[config.mk]
export PLATFORM = sky130hd
export DESIGN_NAME = adder_pipe_cla
export DESIGN_NICKNAME = d
export VERILOG_FILES = /design/src/rtl/adder_pkg.sv /design/src/rtl/cla_seg.sv /design/src/rtl/adder_pipe_cla.sv
export SDC_FILE = /design/constraint.sdc
export NUM_CORES = 1
export LEC_CHECK = 0
export BUFFER_PORTS_ARGS = -buffer_cell sky130_fd_sc_hd__buf_2
export CAP_MARGIN = 20
export CORE_ASPECT_RATIO = 1.5
export CORE_MARGIN = 5
export CORE_UTILIZATION = 45
export DETAILED_ROUTE_END_ITERATION = 8
export PLACE_DENSITY = 0.68
export SLEW_MARGIN = 20
export SYNTH_ARGS = -nofsm -noshare
export SYNTH_HDL_FRONTEND = slang
export SYNTH_SLANG_ARGS = --single-unit
[constraint.sdc]
create_clock -name clk -period 4.26 [get_ports clk]
set_input_delay 0.213 -clock clk [delete_from_list [all_inputs] [get_ports clk]]
set_output_delay 0.213 -clock clk [all_outputs]
set_load 0.02 [all_outputs]
[src/rtl/adder_pkg.sv]
`default_nettype none
// ----------------------------------------------------------------------------
// adder_pkg : op encodings, default geometry and 4-bit P/G group helper
// Rev 1.0
// ----------------------------------------------------------------------------
package adder_pkg;

  localparam logic OP_ADD = 1'b0;
  localparam logic OP_SUB = 1'b1;

  localparam int ADD_WIDTH_DEF = 32;
  localparam int ADD_SEG_W_DEF = 16;

  typedef struct packed {
    logic [3:0] p;
    logic [3:0] g;
    logic       gp;
    logic       gg;
  } grp_pg_t;

  function automatic grp_pg_t grp_pg(input logic [3:0] a, input logic [3:0] b);
    grp_pg_t r;
    r.p  = a ^ b;
    r.g  = a & b;
    r.gp = &r.p;
    r.gg = r.g[3] | (r.p[3] & r.g[2]) | (r.p[3] & r.p[2] & r.g[1]) |
           (r.p[3] & r.p[2] & r.p[1] & r.g[0]);
    return r;
  endfunction

endpackage
`default_nettype wire

[src/rtl/cla_seg.sv]
`default_nettype none
// ----------------------------------------------------------------------------
// cla_seg : SEG_W-bit combinational two-level carry-lookahead adder
// Rev 1.0
// ----------------------------------------------------------------------------
module cla_seg
  import adder_pkg::*;
#(
  parameter int SEG_W = ADD_SEG_W_DEF
) (
  input  logic [SEG_W-1:0] a,
  input  logic [SEG_W-1:0] b,
  input  logic             ci,
  output logic [SEG_W-1:0] s,
  output logic             co,
  output logic             c_msb
);

  localparam int NG = SEG_W / 4;

  grp_pg_t          grp [NG];
  logic [NG:0]      cg;
  logic [SEG_W-1:0] c;

  always_comb begin
    for (int j = 0; j < NG; j++) begin
      grp[j] = grp_pg(a[4*j +: 4], b[4*j +: 4]);
    end
  end

  // Group carries as flat sum-of-products over group P/G
  always_comb begin
    logic t;
    t  = 1'b0;
    cg = '0;
    for (int j = 0; j <= NG; j++) begin
      t = ci;
      for (int m = 0; m < j; m++) t = t & grp[m].gp;
      cg[j] = t;
      for (int i = 0; i < j; i++) begin
        t = grp[i].gg;
        for (int m = i + 1; m < j; m++) t = t & grp[m].gp;
        cg[j] = cg[j] | t;
      end
    end
  end

  always_comb begin
    logic t;
    t = 1'b0;
    c = '0;
    s = '0;
    for (int j = 0; j < NG; j++) begin
      for (int i = 0; i < 4; i++) begin
        t = cg[j];
        for (int m = 0; m < i; m++) t = t & grp[j].p[m];
        c[4*j+i] = t;
        for (int k = 0; k < i; k++) begin
          t = grp[j].g[k];
          for (int m = k + 1; m < i; m++) t = t & grp[j].p[m];
          c[4*j+i] = c[4*j+i] | t;
        end
        s[4*j+i] = grp[j].p[i] ^ c[4*j+i];
      end
    end
  end

  assign co    = cg[NG];
  assign c_msb = c[SEG_W-1];

endmodule
`default_nettype wire

[src/rtl/adder_pipe_cla.sv]
`default_nettype none
// ----------------------------------------------------------------------------
// adder_pipe_cla : segment-pipelined lookahead add/sub with valid/ready flow
// Rev 1.0
// ----------------------------------------------------------------------------
module adder_pipe_cla
  import adder_pkg::*;
#(
  parameter int WIDTH = ADD_WIDTH_DEF,
  parameter int SEG_W = ADD_SEG_W_DEF
) (
  input  logic             clk,
  input  logic             rst_n,
  input  logic             in_valid,
  output logic             in_ready,
  input  logic [WIDTH-1:0] a,
  input  logic [WIDTH-1:0] b,
  input  logic             cin,
  input  logic             sub,
  output logic             out_valid,
  input  logic             out_ready,
  output logic [WIDTH-1:0] sum,
  output logic             cout,
  output logic             ovf,
  output logic             zero
);

  localparam int NSEG = WIDTH / SEG_W;

  if ((WIDTH % SEG_W) != 0 || (SEG_W % 4) != 0 || WIDTH < 16 || WIDTH > 128) begin : g_param_err
    $error("adder_pipe_cla: illegal WIDTH/SEG_W combination");
  end

  logic en;

  // Stage-k inputs: index 0 is the port side, index k>0 is stage k-1's register
  logic [NSEG-1:0]            stg_v;
  logic [NSEG-1:0]            stg_sub;
  logic [NSEG-1:0]            stg_c;
  logic [NSEG-1:0][WIDTH-1:0] stg_a;
  logic [NSEG-1:0][WIDTH-1:0] stg_b;
  logic [NSEG-1:0][WIDTH-1:0] stg_s;

  logic             out_valid_q;
  logic [WIDTH-1:0] sum_q;
  logic             cout_q;
  logic             ovf_q;
  logic             zero_q;

  assign en       = ~out_valid_q | out_ready;
  assign in_ready = en;

  assign stg_v[0]   = in_valid;
  assign stg_sub[0] = sub;
  assign stg_c[0]   = (sub == OP_SUB) ? 1'b1 : cin;
  assign stg_a[0]   = a;
  assign stg_b[0]   = b;
  assign stg_s[0]   = '0;

  for (genvar k = 0; k < NSEG; k++) begin : g_stage
    localparam int LO = k * SEG_W;

    logic [SEG_W-1:0] seg_b;
    logic [SEG_W-1:0] seg_s;
    logic             seg_co;
    logic             seg_cm;
    logic [WIDTH-1:0] sum_d;

    assign seg_b = stg_sub[k] ? ~stg_b[k][LO +: SEG_W] : stg_b[k][LO +: SEG_W];

    cla_seg #(.SEG_W(SEG_W)) u_seg (
      .a     (stg_a[k][LO +: SEG_W]),
      .b     (seg_b),
      .ci    (stg_c[k]),
      .s     (seg_s),
      .co    (seg_co),
      .c_msb (seg_cm)
    );

    always_comb begin
      sum_d             = stg_s[k];
      sum_d[LO +: SEG_W] = seg_s;
    end

    if (k < NSEG - 1) begin : g_mid
      logic             v_q;
      logic             sub_q;
      logic             c_q;
      logic [WIDTH-1:0] a_q;
      logic [WIDTH-1:0] b_q;
      logic [WIDTH-1:0] s_q;
      logic             unused_cm;

      assign unused_cm = seg_cm;

      // Payload only loads behind a valid beat; bubbles leave it untouched
      always_ff @(posedge clk or negedge rst_n) begin
        if (!rst_n) begin
          v_q   <= 1'b0;
          sub_q <= 1'b0;
          c_q   <= 1'b0;
          a_q   <= '0;
          b_q   <= '0;
          s_q   <= '0;
        end else if (en) begin
          v_q <= stg_v[k];
          if (stg_v[k]) begin
            sub_q <= stg_sub[k];
            c_q   <= seg_co;
            a_q   <= stg_a[k];
            b_q   <= stg_b[k];
            s_q   <= sum_d;
          end
        end
      end

      assign stg_v[k+1]   = v_q;
      assign stg_sub[k+1] = sub_q;
      assign stg_c[k+1]   = c_q;
      assign stg_a[k+1]   = a_q;
      assign stg_b[k+1]   = b_q;
      assign stg_s[k+1]   = s_q;
    end else begin : g_last
      always_ff @(posedge clk or negedge rst_n) begin
        if (!rst_n) begin
          out_valid_q <= 1'b0;
          sum_q       <= '0;
          cout_q      <= 1'b0;
          ovf_q       <= 1'b0;
          zero_q      <= 1'b0;
        end else if (en) begin
          out_valid_q <= stg_v[k];
          if (stg_v[k]) begin
            sum_q  <= sum_d;
            cout_q <= seg_co;
            ovf_q  <= seg_co ^ seg_cm;
            zero_q <= ~|sum_d;
          end
        end
      end
    end
  end

  logic unused_ops;
  assign unused_ops = ^{stg_a[NSEG-1], stg_b[NSEG-1]};

  assign out_valid = out_valid_q;
  assign sum       = sum_q;
  assign cout      = cout_q;
  assign ovf       = ovf_q;
  assign zero      = zero_q;

endmodule
`default_nettype wire

Word level (Yosys, flattened, before mapping)
Cells that the tools add are included.
- logic and storage cells: 279
- output and inout port bits: 37
- input bits: 70
- register bits after elaboration: 119
- multiplexer cells: 3
- reductions and logical operators: 12
- bitwise operators: 253
- operators with widths (operator ; number):
    $and 1x1->1 ; 108
    $or 1x1->1 ; 93
    $xor 1x1->1 ; 33
    $and 4x4->4 ; 8
    $mux 16 ; 2
    $not 16->16 ; 2
    $reduce_and 4->1 ; 8
    $reduce_or 32->1 ; 1
    $xor 4x4->4 ; 8
    $reduce_and 2->1 ; 2
    $logic_not 1->1 ; 1
    $mux 1 ; 1
    $not 1->1 ; 1

Longest topological paths before layout
Gate-level depths: netlist of the first run.
- depth after elaboration: 21
- depth in mapped cells: 16
- gate-level depth less buffers: 14

Cells and area by module
From an unflattened synthesis of the first run, not the netlist that was laid out.
- cells, all modules: 404
- area, all modules: 5489.0 sq um
- by module, submodules not included (module ; instances ; cells each ; sequential area each (sq um) ; area an instance (sq um)):
    adder_pipe_cla ; 1 ; 236 ; 2177.1 ; 4062.6
    cla_seg ; 2 ; 84 ; 0.0 ; 713.2

Least setup slack after synthesis of the first run
No wires, ideal clock.
- path kind: register to register
- start: reg g_stage[0].g_mid.sub_q
- end: reg zero_q (netlist: zero)
- data arrival time: 3.358 ns
- slack: 0.825 ns
- required time: 4.184 ns
- clock period less this slack: 3.435 ns
- setup time: 0.076 ns
- cell stages (with the launch flop): 17
- path buffers: 2
- path through: dfrtp_1 > clkbuf_1 > buf_2 > xor2_1 > ha_1 > and3_1 > a221oi_2 > o21ai_1 > inv_2 > o21ai_1 > inv_1 > fa_1 > nor4b_1 > nand4_1 > nor4_1 > nand4_1 > o21ai_1
- cells in the longest elaborated chain, start to end: 20
- elaborated cells between the ends (all ways): 114
- classes of those cells: mux (1); bitwise (108); reduce/logical (5)
- ends and longest elaborated chain (item ; line ; text):
    start: declaration ; adder_pipe_cla.sv:87 ; logic sub_q;
    start signal: assignment ; adder_pipe_cla.sv:108 ; sub_q <= stg_sub[k];
    $mux 16 * ; adder_pipe_cla.sv:69 ; assign seg_b = stg_sub[k] ? ~stg_b[k][LO +: SEG_W] : stg_b[k][LO +: SEG_W];
    $xor 4x4->4 / $and 4x4->4 (equally long branches) ; adder_pkg.sv:23, adder_pkg.sv:24 ;
    $and 1x1->1, on equally long branches ; adder_pkg.sv:26, adder_pkg.sv:27 ;
    $or 1x1->1 (tied with other cells) ; adder_pkg.sv:26 ; r.gg = r.g[3] | (r.p[3] & r.g[2]) | (r.p[3] & r.p[2] & r.g[1]) |
    $or 1x1->1 / $and 1x1->1 (equally long branches) ; adder_pkg.sv:26, adder_pkg.sv:27 ;
    $or 1x1->1 ; adder_pkg.sv:26 ;
    $and 1x1->1 (2 in series) ; cla_seg.sv:42 ; for (int m = i + 1; m < j; m++) t = t & grp[m].gp;
    $or 1x1->1 (3 in series) ; cla_seg.sv:43 ; cg[j] = cg[j] | t;
    $and 1x1->1 (3 in series) ; cla_seg.sv:56 ; for (int m = 0; m < i; m++) t = t & grp[j].p[m];
    $or 1x1->1 (3 in series) ; cla_seg.sv:61 ; c[4*j+i] = c[4*j+i] | t;
    $xor 1x1->1 ; cla_seg.sv:63 ; s[4*j+i] = grp[j].p[i] ^ c[4*j+i];
    $reduce_or 32->1 * ; adder_pipe_cla.sv:137 ; zero_q <= ~|sum_d;
    $logic_not 1->1 * ; adder_pipe_cla.sv:137 ;
    end signal: assignment ; adder_pipe_cla.sv:137 ;
    end: declaration ; adder_pipe_cla.sv:48 ; logic zero_q;
Mark *: on every way between the ends. The rest lies on a longest branch, timed or not.
A chain may end at the register's enable or synchronous reset.

Final worst setup path of the first run
Same ends and word-level chain as after synthesis.

==> results.tsv, run 1 <==
stage	metric	value	unit
status	status	completed	
global_route	antenna_found_initial	0	
clock_network	cts_tree	done	
clock_network	htreeDepth	3	
floorplan	dieArea	13400	µm²
final_layout	fin_nets	679	
worst_setup_path	critical_path_class	flip-flop to flip-flop	
power_and_ir_drop	switchingPower	1.40	mW
synthesis	yosys_register_bits	87	
timing	period_minus_slack	3.62	ns
place	placed_area	5670	µm²
drt	ant_nets	0	
drt	vias	3631	
timing	tns	0	ns
clock_network	clock-sinks	87	
worst_setup_path	endpoint_kind	flip-flop	
final_layout	area_growth	18.8	%
floorplan	die_w	96.3	µm
power_and_ir_drop	power_density	593	nW/µm²
global_route	grt_first_pass_wirelength	17500	µm
power_and_ir_drop	intPower	2.13	mW
worst_setup_path	path_cells	buf_4, xor2_1, ha_1, a21oi_1, o21a_1, o21ai_1, inv_2, o21ai_1, inv_1, fa_1, nor4b_1, nand4_1, nor4_1, nand4_1, o21ai_1	
clock_network	cts_root_buf	clkbuf_16	
clock_network	cts_setup_buffers	0	
timing	fmax	276	MHz
drt	vias_per_cell	5.09	
worst_setup_path	critPathRequiredTime	4.53	ns
final_layout	instances_no_fill	713	
worst_setup_path	path_max_fanout	10	
worst_setup_path	arrival	3.89	ns
place	routabilityCongestion	0.843	
clock_network	cts_buffers	9	
clock_network	clock_latency	0.34	ns
drt	detail_route.first_pass.iterations	6	
power_and_ir_drop	clkPwrFrac	20.8	%
place	hpwl	8590	µm
synthesis	avgSynthCellArea	11.0	µm²
worst_setup_path	worstPathBufferInverterCount	3	
synthesis	synth_cell_types	47	
timing	setup_violations	0	
clock_network	cts_hold_buffers	0	
power_and_ir_drop	p_leak	2.92	nW
worst_setup_path	start_kind	flip-flop	
clock_network	path_clk_slew	0.07	ns
timing	slew_headroom	27.3	%
global_route	grt.total_usage	17.0	%
worst_setup_path	max_stage_delay	0.56	ns
floorplan	io_pins	107	
timing	period_share	84.9	%
power_and_ir_drop	seqPwrFrac	35.8	%
power_and_ir_drop	peakVddDrop	213	µV
place	dp.cells	696	
floorplan	core-area	11000	µm²
synthesis	synth_area	5020	µm²
floorplan	die_height	139	µm
place	port_buffers	106	
drt	drc_errors	0	
drt	wire_per_inst	15.3	µm
global_route	grt_pass1_vias	3721	
synthesis	ys_warn_count	0	
worst_setup_path	cpMaxStageDelayCell	dfrtp_1	
timing	fin_skew	0.00750	ns
power_and_ir_drop	p_comb_share	43.4	%
drt	wl	10900	µm
worst_setup_path	crit_family	simple AND/OR/NAND/NOR gates	
timing	grt_setup_unrepaired	no	
drt	initialDrtViolationCount	96	
timing	hold_viol	0	
global_route	grt_max_degree	88	
final_layout	diodes	0	
worst_hold_path	hold_path_class	input port to flip-flop	
floorplan	row_count	47	
synthesis	synth_nets	575	
timing	report.final.slew_viol_count	0	
clock_network	ctsResizeCount	0	
final_layout	drive_gt1_share	26.3	%
global_route	overflow	0	
final_layout	fillers	1013	
synthesis	syn_inst	457	
power_and_ir_drop	p_sw_share	39.7	%
clock_network	clockBufferDepth	2	
floorplan	start_util	45.7	%
job	cap_violations	0	
timing	tightest_slew	1.09	ns
final_layout	fin_area	5970	µm²
worst_setup_path	cp_common_cell	o21ai_1	
synthesis	ys_seq_area_share	43.3	%
## path summary, 6_finish.rpt
check / slack [ns] / startpoint / cells past startpoint / end
setup reg to reg: 0.64 / g_stage[0].g_mid.sub_q / 15 / zero
hold / removal: 0.08 / b[18] / 2 / g_stage[0].g_mid.b_q[18]
max in group asynchronous: 3.23 / rst_n / 2 / g_stage[0].g_mid.b_q[16]
hold reg to reg: 0.47 / sum[26] / 2 / sum[26]
min in group asynchronous: 0.48 / rst_n / 2 / g_stage[0].g_mid.a_q[23]
setup / recovery: 0.64 / g_stage[0].g_mid.sub_q / 15 / zero
## layer usage
metal	track usage, %	part of all wire (%)
met2	30.4	54
met3	3.19	5.3
met4	7.12	3.0
met5	0	0
met1	19.1	38
## area by class of cell
class	instances	area (µm²)	area share, %
inverter	22	82.6	1.38
sequential	87	2180	36.5
timing repair buffer	110	569	9.54
clock buffer	10	239	4.00
tap	147	184	3.08
clock inverter	6	46.3	0.776
multi-input combinational	331	2670	44.7
## through the flow
step           hold WS [ns]  setup slack, ns  power (mW)  util (%)
3_5_place_dp          0.427            0.687        2.83      51.6
5_1_grt              0.0795            0.325        3.80      54.3
4_1_cts              0.0706            0.642        3.58      54.2
6_report             0.0814            0.642        3.54      54.3
2_1_floorplan       -0.0826            0.825        2.33         -
3_3_place_gp          0.429            0.854        2.79      51.6
## power by group through the flow
stage          Combinational, mW  Clock, mW  Sequential [mW]
6_report                    1.53      0.736             1.27
2_1_floorplan              0.895          0             1.43
4_1_cts                     1.55      0.754             1.28
5_1_grt                     1.71      0.785             1.31
3_5_place_dp                1.54          0             1.29
3_3_place_gp                1.51          0             1.28
## logic make-up (layout without fill, tap and decap cells)
group | after synthesis | in the layout | synth area share (%)
buffers and inverters | 39 | 148 | 3.49
DFF | 87 | 87 | 43.3
adders and majority gates | 48 | 48 | 13.2
muxes | 47 | 47 | 10.5
xor gates and xnor gates | 54 | 54 | 9.41
AOI/OAI and AO/OA | 90 | 90 | 10.9
and+or+nand+nor | 92 | 92 | 9.17
## worst register-to-register path, delay by kind of cell (launching register included)
kind                     cells  cell delay (ns)
buffers and inverters        3             0.44
AND/OR/NAND/NOR              4             0.85
XOR/XNOR                     1             0.24
adder cells (fa/ha/maj)      2             0.73
flip-flops                   1             0.56
AO/OA/AOI/OAI                5             0.72
## Yosys cell counts (all sizes together)
cell | n | area [µm²]
dfrtp | 87 | 2180
mux2 | 47 | 529
xor2 | 47 | 412
nand2 | 45 | 176
o21ai | 44 | 220
ha | 40 | 500
inv | 22 | 82.6
a21oi | 13 | 65.1
buf | 12 | 73.8
a21o | 9 | 67.6
fa | 8 | 160
nand4 | 8 | 50.1
nor2 | 8 | 30.0
o21a | 8 | 60.1
xnor2 | 7 | 61.3
or2 | 6 | 37.5
clkbuf | 5 | 18.8
nand2b | 5 | 31.3
o22ai | 5 | 31.3
nor4 | 4 | 25.0
nand3 | 3 | 15.0
or3 | 3 | 18.8
a221o | 2 | 20.0
a31oi | 2 | 12.5
and2 | 2 | 12.5
and3 | 2 | 12.5
and4 | 2 | 17.5
a2111oi | 1 | 15.0
a221oi | 1 | 15.0
a22oi | 1 | 7.51
a2bb2oi | 1 | 8.76
a31o | 1 | 8.76
nor2b | 1 | 6.26
nor3 | 1 | 10.0
nor4b | 1 | 8.76
o2111ai | 1 | 8.76
o211ai | 1 | 7.51
or3b | 1 | 8.76
## cells in the final DEF (no fill, tap or decap), types with 3 or more instances in the layout
master,Yosys,final
buf_2,8,105
dfrtp_1,87,87
xor2_1,47,47
nand2_1,44,44
ha_1,40,40
o21ai_0,37,37
mux2_1,30,30
inv_1,21,21
mux2_2,17,17
a21oi_1,13,13
a21o_1,9,9
clkbuf_16,0,9
o21a_1,8,8
nand4_1,8,8
nor2_1,8,8
fa_1,8,8
o21ai_1,7,7
xnor2_1,7,7
nand2b_1,5,5
o22ai_1,5,5
nor4_1,4,4
or2_0,3,3
or3_1,3,3
nand3_1,3,3
clkinv_4,0,3
buf_4,0,3
## state kept, by name, summed over array words and instances, names as in the netlist
register             flops
g_stage.g_mid.sub_q      1
out_valid                1
sum                     32
g_stage.g_mid.a_q       16
g_stage.g_mid.c_q        1
cout                     1
g_stage.g_mid.b_q       16
zero                     1
ovf                      1
g_stage.g_mid.s_q       16
g_stage.g_mid.v_q        1
Power figures use the tool's default switching activity.
==> run 2, diff against run 1 <==
==> constraint.sdc (replaced) <==
create_clock -name clk -period 3.8 [get_ports clk]
set_input_delay 0.19 -clock clk [delete_from_list [all_inputs] [get_ports clk]]
set_output_delay 0.19 -clock clk [all_outputs]
set_load 0.02 [all_outputs]
==> run 2 against run 1 <==
Sequential share of layout area shrank 0.24 points. Clock skew grew 0.00075 ns. Power grew 15%. Largest cell class unchanged. Sequential cell count is the same.
==> results.tsv, run 2 (same netlist as run 1, synthesis figures left out) <==
stage	metric	value	unit	change
clock_network	clock-sinks	87		unchanged
clock_network	cts_buffers	9		unchanged
floorplan	io_pins	107		unchanged
worst_setup_path	critPathRequiredTime	4.06	ns	-0.47 ns
worst_setup_path	cp_common_cell	o21ai_1		
clock_network	clockBufferDepth	2		unchanged
worst_setup_path	path_depth	14		-1
worst_setup_path	arrival	3.73	ns	-0.16 ns
drt	vias_per_cell	5.16		+1.4%
worst_setup_path	r2r-start	g_stage[0].g_mid.sub_q		
power_and_ir_drop	intPower	2.53	mW	+18%
timing	report.final.slew_viol_count	0		unchanged
power_and_ir_drop	switchingPower	1.55	mW	+10%
worst_setup_path	path_cells	xor2_1, ha_1, and3_1, a221oi_2, o21ai_1, inv_2, o21ai_1, inv_1, fa_1, nor4b_1, nand4_1, nor4_1, nand4_1, o21ai_1		
timing	setup_violations	0		unchanged
global_route	overflow	0		unchanged
drt	drc_errors	0		unchanged
timing	fin_hold_ws	0.0661	ns	-0.0153 ns
clock_network	cts_setup_buffers	0		unchanged
final_layout	diodes	0		unchanged
power_and_ir_drop	power_density	677	nW/µm²	+14%
floorplan	die_height	139	µm	unchanged
drt	initialDrtViolationCount	117		+22%
drt	wire_per_inst	15.4	µm	+0.33%
timing	slew_headroom	49.4	%	+22 points
power_and_ir_drop	seqPwrFrac	34.8	%	-1.0 points
timing	fmax	288	MHz	+4.3%
global_route	grt.total_usage	17.2	%	+0.27 points
job	cap_violations	0		unchanged
floorplan	die_w	96.3	µm	unchanged
floorplan	start_util	45.7	%	unchanged
final_layout	area_growth	19.7	%	
floorplan	core-area	11000	µm²	unchanged
timing	period_share	91.3	%	+6.4 points
drt	ant_nets	0		unchanged
final_layout	final_util	54.7	%	+0.40 points
timing	period_minus_slack	3.47	ns	-0.148 ns
worst_setup_path	r2r_end	zero		
drt	wl	11000	µm	+0.47%
clock_network	htreeDepth	3		unchanged
global_route	grt_first_pass_wirelength	17800	µm	+2.0%
worst_hold_path	hold_path_class	input port to flip-flop		
final_layout	final_cell_mix	buf_2, dfrtp_1, xor2_1		
worst_setup_path	endpoint	zero		
timing	fin_skew	0.00825	ns	+0.000746 ns
final_layout	drive_gt1_share	26.5	%	+0.13 points
worst_hold_path	hold_depth	2		unchanged
power_and_ir_drop	peakVddDrop	212	µV	-0.39%
global_route	grt_pass1_vias	3782		+1.6%
timing	tns	0	ns	unchanged
place	hpwl	8760	µm	+1.9%
place	dp.cells	698		+0.29%
worst_setup_path	cpMaxStageDelayCell	fa_1		
final_layout	instances_no_fill	714		+0.14%
worst_setup_path	startpoint	g_stage[0].g_mid.sub_q		
timing	grt_setup_unrepaired	no		
status	status	completed		
worst_setup_path	endpoint_kind	flip-flop		
worst_setup_path	crit_family	simple AND/OR/NAND/NOR gates		
timing	hold_viol	0		unchanged
clock_network	clock_latency	0.34	ns	about the same
worst_hold_path	min-delay-start	b[19]		
worst_setup_path	r2r_cells	14		-1
final_layout	layout_commonest_cell	buf_2		
final_layout	fin_nets	681		+0.29%
final_layout	largest_reg_flops	32		unchanged
power_and_ir_drop	p_comb_share	42.6	%	-0.8 points
final_layout	fin_area	6010	µm²	+0.73%
power_and_ir_drop	p_leak	2.95	nW	+1.0%
place	placed_area	5690	µm²	+0.26%
floorplan	row_count	47		unchanged
worst_setup_path	path_max_fanout	9		-1
floorplan	dieArea	13400	µm²	unchanged
timing	tightest_slew	0.760	ns	-0.330 ns
worst_setup_path	critical_path_class	flip-flop to flip-flop		
power_and_ir_drop	p_sw_share	38.0	%	-1.7 points
global_route	grt_max_degree	88		unchanged
drt	vias	3686		+1.5%
global_route	antenna_found_initial	0		unchanged
worst_setup_path	start_kind	flip-flop		
worst_setup_path	max_stage_delay	0.51	ns	-0.05 ns
final_layout	fillers	1008		-0.49%
place	routabilityCongestion	0.833		-1.3%
clock_network	cts_tree	done		
power_and_ir_drop	clkPwrFrac	22.6	%	+1.8 points
place	port_buffers	106		unchanged
clock_network	cts_root_buf	clkbuf_16		
drt	detail_route.first_pass.iterations	4		-2
worst_setup_path	regToRegSetupSlack	0.33	ns	-0.31 ns
worst_setup_path	worstPathBufferInverterCount	2		-1
clock_network	path_clk_slew	0.06	ns	about the same
==> run 2: what timing repair did <==
item / in CTS / in global routing
endpoints found under the setup margin: 0 / 1
hold buffers: 0 / 1
resized for setup: 0 / 1
hold endpoints to repair: 0 / 45
==> run 2: stage by stage <==
step                      power [mW]  setup WS (ns)
final                           4.07          0.330
after global routing            4.36         0.0275
after CTS                       4.12          0.245
after detailed placement        3.18          0.287
after global placement          3.13          0.450
after floorplan                 2.61          0.365
==> run 2: layer usage <==
layer	routed length, µm	track usage [%]
met3	596	2.92
met1	4080	18.7
met5	0	0
met4	310	8.02
met2	5980	31.4
==> run 2: how the worst min path moves through the flow <==
stage          slack (ns)                        to
2_1_floorplan       -0.11                      cout
3_3_place_gp         0.41  g_stage[0].g_mid.a_q[22]
5_1_grt              0.07  g_stage[0].g_mid.b_q[19]
3_5_place_dp         0.41  g_stage[0].g_mid.b_q[26]
6_report             0.07  g_stage[0].g_mid.b_q[19]
4_1_cts              0.06  g_stage[0].g_mid.b_q[19]
==> run 2: area by class of cell <==
class / instances / area [µm²] / share of cell area [%]
timing repair buffer: 112 / 584 / 9.72
sequential: 87 / 2180 / 36.2
clock inverter: 4 / 70.1 / 1.17
tap: 147 / 184 / 3.06
inverter: 22 / 82.6 / 1.37
clock buffer: 11 / 243 / 4.04
multi-input combinational: 331 / 2670 / 44.4
==> run 2: power groups by stage <==
stage	Sequential (mW)	Clock (mW)	Combinational, mW
after floorplan	1.61	0	1.00
after global placement	1.44	0	1.69
after detailed placement	1.44	0	1.74
after CTS	1.43	0.945	1.75
after global routing	1.47	0.973	1.92
final	1.42	0.920	1.73
==> run 3, diff against run 2 <==
--- a/config.mk
+++ b/config.mk
@@ -10,6 +10,8 @@
 export CORE_ASPECT_RATIO = 1.5
 export CORE_MARGIN = 5
 export CORE_UTILIZATION = 45
+export CTS_BUF_LIST = sky130_fd_sc_hd__clkbuf_8
+export CTS_CLUSTER_DIAMETER = 120
 export DETAILED_ROUTE_END_ITERATION = 8
 export PLACE_DENSITY = 0.68
 export SLEW_MARGIN = 20
==> constraint.sdc (replaced) <==
create_clock -name clk -period 3.4 [get_ports clk]
set_input_delay 0.17 -clock clk [delete_from_list [all_inputs] [get_ports clk]]
set_output_delay 0.17 -clock clk [all_outputs]
set_load 0.02 [all_outputs]
==> run 3 against run 2 <==
Global-route usage increased by 0.12 points. Sequential power up 12%. Wire length increased by 3.1%. Fmax increased by 7.1%. Clock power is 5.3% lower. Final cell count grew 1.4%. Critical endpoint unchanged. Largest cell class unchanged. Largest power group unchanged. Highest routed layer unchanged.
==> results.tsv, run 3 (same netlist as run 1, synthesis figures left out) <==
stage	metric	value	unit	change
drt	detail_route.first_pass.iterations	4		unchanged
final_layout	drive_gt1_share	27.9	%	+1.4 points
worst_setup_path	critical_path_class	flip-flop to flip-flop		
timing	period_share	95.3	%	+4.0 points
global_route	grt.total_usage	17.4	%	+0.12 points
final_layout	final_cell_mix	buf_2, dfrtp_1, xor2_1		
timing	setup_violations	0		unchanged
power_and_ir_drop	p_leak	2.97	nW	+0.93%
drt	initialDrtViolationCount	83		-29%
final_layout	fillers	1032		+2.4%
power_and_ir_drop	intPower	2.73	mW	+7.9%
floorplan	die_height	139	µm	unchanged
place	routabilityCongestion	0.834		+0.17%
place	pre_cts_ws	-0.0294	ns	-0.316 ns
drt	vias_per_cell	5.11		-1.1%
power_and_ir_drop	power_density	741	nW/µm²	+9.4%
clock_network	clock-sinks	87		unchanged
worst_setup_path	arrival	3.55	ns	-0.18 ns
drt	ant_nets	0		unchanged
job	cap_violations	0		unchanged
floorplan	row_count	47		unchanged
final_layout	area_growth	20.6	%	
power_and_ir_drop	peakVddDrop	268	µV	+26%
floorplan	io_pins	107		unchanged
final_layout	largest_reg_flops	32		unchanged
global_route	grt_first_pass_wirelength	17800	µm	about the same
clock_network	htreeDepth	3		unchanged
timing	report.final.slew_viol_count	0		unchanged
power_and_ir_drop	p_comb_share	45.2	%	+2.6 points
worst_setup_path	path_max_fanout	9		unchanged
power_and_ir_drop	clkPwrFrac	19.4	%	-3.2 points
timing	tightest_slew	0.811	ns	+0.0519 ns
global_route	grt_max_degree	88		unchanged
floorplan	die_w	96.3	µm	unchanged
timing	fin_hold_ws	0.0128	ns	-0.0533 ns
place	port_buffers	106		unchanged
timing	setup_slack	0.160	ns	-0.170 ns
floorplan	start_util	45.7	%	unchanged
timing	fmax	309	MHz	+7.1%
floorplan	dieArea	13400	µm²	unchanged
power_and_ir_drop	seqPwrFrac	35.5	%	+0.7 points
clock_network	cts_root_buf	clkbuf_8		
final_layout	final_util	55.1	%	+0.42 points
global_route	antenna_found_initial	0		unchanged
worst_setup_path	start_kind	flip-flop		
power_and_ir_drop	p_sw_share	39.3	%	+1.3 points
final_layout	diodes	0		unchanged
final_layout	layout_commonest_cell	buf_2		
worst_hold_path	hold_path_class	input port to flip-flop		
timing	fin_skew	0.00903	ns	+0.000787 ns
drt	wire_per_inst	15.6	µm	+1.6%
timing	period_minus_slack	3.24	ns	-0.230 ns
worst_setup_path	endpoint_kind	flip-flop		
worst_setup_path	critPathRequiredTime	3.71	ns	-0.35 ns
drt	vias	3697		+0.30%
drt	wl	11300	µm	+3.1%
power_and_ir_drop	switchingPower	1.77	mW	+14%
global_route	overflow	0		unchanged
final_layout	fin_nets	690		+1.3%
clock_network	clockBufferDepth	2		unchanged
global_route	grt_pass1_vias	3735		-1.2%
timing	grt_setup_unrepaired	yes		
timing	slew_headroom	45.9	%	-3.5 points
status	status	completed		
clock_network	cts_tree	done		
timing	hold_viol	0		unchanged
drt	drc_errors	0		unchanged
clock_network	cts_buffers	9		unchanged
clock_network	path_clk_slew	0.08	ns	+0.02 ns
timing	tns	0	ns	unchanged
clock_network	clock_latency	0.37	ns	+0.03 ns
place	hpwl	8850	µm	+1.1%
floorplan	core-area	11000	µm²	unchanged
==> run 3: cell count changes in the layout (fill, tap and decap cells not counted), moves of 2 or more <==
cell / delta
dlygate4sd3_1: +3
clkbuf_16: -9
o21ai_1: -2
o21ai_2: +2
clkbuf_8: +9
buf_4: +4
==> run 3: metrics by stage <==
step | instance area, µm² | cells | total power [mW]
floorplan | 5020 | 457 | 2.92
global placement | 5720 | 702 | 3.53
detailed placement | 5720 | 702 | 3.61
CTS | 5990 | 721 | 4.49
global route | 6060 | 724 | 4.79
finish | 6060 | 724 | 4.49
==> run 3: cell type report <==
| class | count | area (µm²) | area share, % |
|---|---|---|---|
| multi-input combinational | 331 | 2700 | 44.6 |
| sequential | 87 | 2180 | 35.9 |
| timing repair buffer | 121 | 669 | 11.0 |
| tap | 147 | 184 | 3.04 |
| clock buffer | 10 | 138 | 2.27 |
| clock inverter | 6 | 108 | 1.78 |
| inverter | 22 | 82.6 | 1.36 |
==> run 3: final timing paths <==
path | from | endpoint | slack [ns] | cells after the start
worst min register to register | sum[30] | sum[30] | 0.48 | 2
worst max register to register | g_stage[0].g_mid.sub_q | zero | 0.16 | 14
worst max-delay path | g_stage[0].g_mid.sub_q | zero | 0.16 | 14
worst min-delay path | b[27] | g_stage[0].g_mid.b_q[27] | 0.01 | 2
min in group asynchronous | rst_n | g_stage[0].g_mid.a_q[17] | 0.38 | 2
max in group asynchronous | rst_n | g_stage[0].g_mid.sub_q | 2.37 | 2
==> run 3: power groups by stage <==
stage | sequential [mW] | clock, mW | combinational [mW]
detailed placement | 1.62 | 0 | 1.99
global route | 1.63 | 0.935 | 2.22
global placement | 1.60 | 0 | 1.92
finish | 1.59 | 0.871 | 2.03
CTS | 1.60 | 0.893 | 2.00
floorplan | 1.80 | 0 | 1.12
==> run 3: timing repair <==
item	in CTS	in global routing
endpoints found under the hold margin	3	87
gates resized for setup	1	5
setup endpoints to repair	1	1
hold buffers	3	1
buffers inserted	0	2
==> run 3: routing by layer <==
metal,GRT usage (%),share of wire (%)
met1,18.9,39
met2,31.6,54
met3,2.54,4.2
met4,8.70,3.1
met5,0,0
==> run 3: critical path: stages, from the launching register on <==
cell	delay, ns
dfrtp_2	0.43
buf_2	0.17
buf_4	0.20
xor2_1	0.18
ha_1	0.36
a21oi_1	0.09
o21a_1	0.23
o21ai_2	0.08
inv_1	0.07
fa_1	0.51
nor4b_4	0.19
nand4_1	0.14
nor4_2	0.27
nand4_1	0.12
o21ai_1	0.13
